<file path="src/rtl/captura_instrucao.sv">
// Instruction capture: synchronizes/debounces DE2 keys, latches sw, issues via valid/ready.
// Optional OPCODE_CHECK_EN: opcodes above 4'b1010 set a sticky err instead of issuing.
module captura_instrucao #(
  parameter int unsigned DEBOUNCE_CYCLES = 1_000_000
) (
  input  logic        clk,
  input  logic        reset,
  input  logic [15:0] sw,
  input  logic        key_exec,
  input  logic        key_clear,
  input  logic        ready,
  output logic        valid,
  output logic [3:0]  codop,
  output logic [3:0]  end_rd,
  output logic [3:0]  end_rs,
  output logic [3:0]  end_rt,
  output logic [7:0]  instr_count,
  output logic        err
);

  localparam int unsigned CW = $clog2(DEBOUNCE_CYCLES);
  localparam logic [CW-1:0] DB_LAST = CW'(DEBOUNCE_CYCLES - 1);

  localparam logic [1:0] IDLE         = 2'd0;
  localparam logic [1:0] ISSUE        = 2'd1;
  localparam logic [1:0] WAIT_RELEASE = 2'd2;

  logic [15:0]   sw_s1, sw_s2;
  logic          exec_s1, exec_s2, clr_s1, clr_s2;
  logic          exec_acc;
  logic [CW-1:0] db_cnt;
  logic [1:0]    state;
  logic          press_evt;
  logic          illegal;

  always_ff @(posedge clk or negedge reset) begin
    if (!reset) begin
      sw_s1   <= '0;
      sw_s2   <= '0;
      exec_s1 <= 1'b1;
      exec_s2 <= 1'b1;
      clr_s1  <= 1'b1;
      clr_s2  <= 1'b1;
    end else begin
      sw_s1   <= sw;
      sw_s2   <= sw_s1;
      exec_s1 <= key_exec;
      exec_s2 <= exec_s1;
      clr_s1  <= key_clear;
      clr_s2  <= clr_s1;
    end
  end

  // Press event fires on the same edge the accepted level toggles, so the FSM
  // captures without an extra cycle of latency.
  assign press_evt = (exec_s2 == 1'b0) && (exec_acc == 1'b1) && (db_cnt == DB_LAST);

  always_ff @(posedge clk or negedge reset) begin
    if (!reset) begin
      exec_acc <= 1'b1;
      db_cnt   <= '0;
    end else if (exec_s2 == exec_acc) begin
      db_cnt <= '0;
    end else if (db_cnt == DB_LAST) begin
      exec_acc <= exec_s2;
      db_cnt   <= '0;
    end else begin
      db_cnt <= db_cnt + 1'b1;
    end
  end

`ifdef OPCODE_CHECK_EN
  assign illegal = sw_s2[15:12] > 4'd10;

  always_ff @(posedge clk or negedge reset) begin
    if (!reset) begin
      err <= 1'b0;
    end else if (!clr_s2) begin
      err <= 1'b0;
    end else if (state == IDLE && press_evt && illegal) begin
      err <= 1'b1;
    end
  end
`else
  assign illegal = 1'b0;
  assign err     = 1'b0;
`endif

  always_ff @(posedge clk or negedge reset) begin
    if (!reset) begin
      state       <= IDLE;
      valid       <= 1'b0;
      codop       <= '0;
      end_rd      <= '0;
      end_rs      <= '0;
      end_rt      <= '0;
      instr_count <= '0;
    end else if (!clr_s2) begin
      state       <= WAIT_RELEASE;
      valid       <= 1'b0;
      codop       <= '0;
      end_rd      <= '0;
      end_rs      <= '0;
      end_rt      <= '0;
      instr_count <= '0;
    end else begin
      case (state)
        IDLE: begin
          if (press_evt) begin
            if (illegal) begin
              state <= WAIT_RELEASE;
            end else begin
              codop  <= sw_s2[15:12];
              end_rd <= sw_s2[11:8];
              end_rs <= sw_s2[7:4];
              end_rt <= sw_s2[3:0];
              valid  <= 1'b1;
              state  <= ISSUE;
            end
          end
        end
        ISSUE: begin
          if (ready) begin
            valid       <= 1'b0;
            instr_count <= instr_count + 8'd1;
            state       <= WAIT_RELEASE;
          end
        end
        WAIT_RELEASE: begin
          if (exec_acc) state <= IDLE;
        end
        default: state <= IDLE;
      endcase
    end
  end

endmodule

</file>
<file path="config.mk">
export PLATFORM = sky130hd
export DESIGN_NAME = captura_instrucao
export DESIGN_NICKNAME = d
export VERILOG_FILES = /design/src/rtl/captura_instrucao.sv
export SDC_FILE = /design/constraint.sdc
export NUM_CORES = 1
export LEC_CHECK = 0
export ABC_AREA = 0
export ABC_CLOCK_PERIOD_IN_PS = 2100
export BUFFER_PORTS_ARGS = -buffer_cell sky130_fd_sc_hd__buf_4
export CORE_ASPECT_RATIO = 0.5
export CORE_UTILIZATION = 23
export DETAILED_ROUTE_END_ITERATION = 8
export GPL_TIMING_DRIVEN = 1
export PLACE_DENSITY = 0.37
export SKIP_CTS_REPAIR_TIMING = 1
export SYNTH_ARGS = -nofsm -noshare
export SYNTH_HDL_FRONTEND = slang
export SYNTH_SLANG_ARGS = --single-unit
export TNS_END_PERCENT = 100
</file>
<file path="constraint.sdc">
create_clock -name clk -period 2.1 [get_ports clk]
set_clock_uncertainty 0.15 [all_clocks]
set_input_delay 0.525 -clock clk [delete_from_list [all_inputs] [get_ports clk]]
set_output_delay 0.525 -clock clk [all_outputs]
set_load 0.02 [all_outputs]
</file>
==> summary.md <==
| Metric | Value |
|---|---|
| Status | finished, final reports clean |
| Util after Layout | 0.308 |
| CTS sink cnt | 84 |
| Die Ht | 86.0 um |
| CP Launch Type | register |
| Unrepaired setup endpoints after global routing | yes |
| Drt via density | 4.25 |
| Max Fanout on Critical Path | 6 |
| H-tree level count | 3 |
| Largest net degree at the start of global routing | 46 |
| Hold WC Path Type | primary input to register |
| Vias | 2,265 |
| Initial antenna violation count | 0 |
| Top-area cell type share of the netlist area | 0.609 |
| Peak supply drop | 0.328 mV |
| Clock tree buffer depth | 2 |
| Critical path origin | exec_acc |
| Lkg Pwr | 1.82 nW |
| Die ar. | 14,600 um^2 |
| Tot GR Track Use | 0.106 |
| Crit path to | end_rt[0] |
| Wire per inst | 13.5 um |
| Tcrit/Tclk final | 0.982 |
| Layout cell share with drive strength beyond 1 | 0.267 |
| Worst hold margin | 0.147 ns |
| First-pass GRT wire length | 11,800 um |
| Vias in the first global route | 2,323 |
| TritonRoute pass-1 iters | 4 |
| Clk network pwr share | 0.437 |
| Drt drc | 0 |
| Detailed Place HPWL | 4970 um |
| P_int | 2.49 mW |
| Seq/Total Area, Yosys | 0.649 |
| CTS Buf Count | 9 |
| WS Path Type | register to register |
| CP Capture Type | register |
| Seq cells post-synth | 84 |
| Dominant synthesized flop cell | dfrtp_1 |
| Synth async-reset ratio | 1.00 |
| Reg2reg path depth | 6 |
| Placed cell count | 515 |
| Sw Share | 0.211 |
| Placement Cell Area | 3910 um^2 |
| Post-synth EDFFs | 0 |
| Detail Route Antenna Nets | 0 |
| Syn nets | 299 |
| Die Wd | 170 um |
| Logic pwr share | 0.033 |
| Max-cap check violation count | 0 |
| Sequential power share | 0.531 |
| Ant. Diodes | 0 |
| Initial Util | 0.238 |
| IO Port Bufs | 45 |
| R2R setup slack | 0.04 ns |
| Core Rows | 30 |
| Distinct cells, synth | 37 |
| CTS Root Cell | clkbuf_16 |
| Pwr per Cell Area | 751 nW/um^2 |
| Synthesized area | 3250 um^2 |
| Yosys synthesis warning count | 0 |
| Worst-skew pair later-pin latency | 0.33 ns |
| Core box area | 13,700 um^2 |
| Finished Cell Area | 4210 um^2 |
| DR iter-0 viols | 144 |
| Total gr overflow | 0 |
| Layout Cells excl Fill | 533 |
| Post-synthesis cell count | 275 |
| Final setup fails | 0 |
| Final-report hold violation count | 0 |
| R2r endpoint | end_rt[0] |
| Clk pin slew, worst setup/hold paths | 0.06 ns |
| Critical path arrival | 2.12 ns |
| # IOs | 47 |
| Psw | 668 uW |
| RD Place Congestion | 0.685 |
| Syn_area_per_cell | 11.8 um^2 |
| Total power draw | 3.16 mW |
| CP required | 2.16 ns |
| Max Slew Vio Count | 0 |
| Synth area leaders | dfrtp_1 (61%), nand4_1 (4.8%), dfstp_2 (4.0%) |
| CTS tree | yes |
| Final Net Count | 361 |
| Synth-to-layout area growth | 29.5% |
| Fmax | 0.485 GHz |
| Final Critical Period | 2.06 ns |
| Cell taking the most area after synthesis | dfrtp_1 |
| Total wire length | 7190 um |
| Reg2reg start | exec_acc |
==> flip-flops by register name, indices dropped and copies added (netlist names), 2 cells and up <==
name,count
codop,4
state,2
sw_s2,16
sw_s1,16
db_cnt,20
instr_count,8
end_rt,4
end_rd,4
end_rs,4
==> power by group through the flow <==
stage               Combinational, mW  Clock [mW]  Sequential, mW
floorplan                      0.0247           0            1.70
global placement                0.103           0            1.71
detailed placement              0.107           0            1.71
CTS                             0.107        1.44            1.68
global route                    0.117        1.51            1.68
finish                          0.103        1.38            1.68
==> routing by layer <==
metal	routed length, um	track usage	share of wire
met5	0	0	0
met3	241	0.0346	0.034
met2	3450	0.171	0.48
met4	94	0.0442	0.013
met1	3400	0.131	0.47
==> worst max-delay path, cell delays in order (launching register included) <==
cell and delay [ns]:
dfstp_2 0.55, ha_2 0.18, nor3b_4 0.25, or3b_4 0.42
buf_4 0.16, o21ai_0 0.15, a21oi_1 0.08
==> cell type report <==
type / instances / area, um^2
Inverter: 4 / 15.0
Clock inverter: 3 / 15.0
Multi-Input combinational cell: 170 / 1050
Tap cell: 192 / 240
Fill cell: 1410 / 9460
Sequential cell: 84 / 2110
Clock buffer: 12 / 236
Timing Repair Buffer: 68 / 542
==> worst min-delay path by stage <==
stage | from | end | slack [ns] | cells after the start
2_1_floorplan | reset | codop[0] | 0.08 | 0
3_3_place_gp | sw_s1[11] | sw_s2[11] | 0.18 | 0
3_5_place_dp | sw_s1[14] | sw_s2[14] | 0.18 | 0
4_1_cts | reset | instr_count[7] | -0.07 | 1
5_1_grt | sw[13] | sw_s1[13] | 0.13 | 1
6_report | sw[13] | sw_s1[13] | 0.15 | 1
==> cells in the mapped netlist (2+ instances only) <==
library cell / number
nor2_1: 24
o31ai_1: 3
buf_6: 2
nand4_1: 25
xnor2_1: 7
ha_1: 3
nand3b_1: 2
nand3_1: 10
xor2_1: 12
o21ai_1: 10
a21oi_1: 26
and4_1: 2
nand2_1: 10
buf_4: 3
dfrtp_1: 79
dfstp_2: 5
a211oi_1: 3
inv_1: 3
clkbuf_1: 5
or4_1: 5
or3b_1: 2
o21ai_0: 9
buf_2: 7
and3_1: 3
or3_1: 3
==> through the flow <==
step / worst slack, ns / TNS, ns
after floorplan: 0.0127 / 0
after global placement: 0.0222 / 0
after detailed placement: 0.0237 / 0
after CTS: 0.0197 / 0
after global routing: -0.0134 / -0.0336
final: 0.0375 / 0
==> placed cells by master (no fill, tap or decap), drive strengths merged <==
cell type,instances
dfstp,5
nor2,24
xor2,12
dfrtp,79
nand2b,1
o31ai,3
nor3b,1
nor4,1
nand3b,2
o21ai,19
and4,3
clkbuf,12
nand2,10
nand4,25
nand3,10
and2,1
clkinv,4
nand4b,1
a211oi,3
or3b,2
dlygate4sd3,1
ha,3
and3b,1
a21oi,26
xnor2,7
or3,3
inv,3
and3,3
a21o,1
mux2,1
or4,5
nand4bb,1
conb,1
buf,67
==> kinds of logic (layout without fill, tap and decap cells) <==
logic type                 Yosys count  count (layout)  synth area share
and+or+nand+nor                     94              94             0.163
DFF                                 84              84             0.649
AOI/OAI and AO/OA                   52              52            0.0855
buffers and inverters               21              87            0.0351
xor gates and xnor gates            19              19            0.0512
adders and majority gates            3               3            0.0116
other                                1               1           0.00115
muxes                                1               1           0.00347
Power figures use the tool's default switching activity.
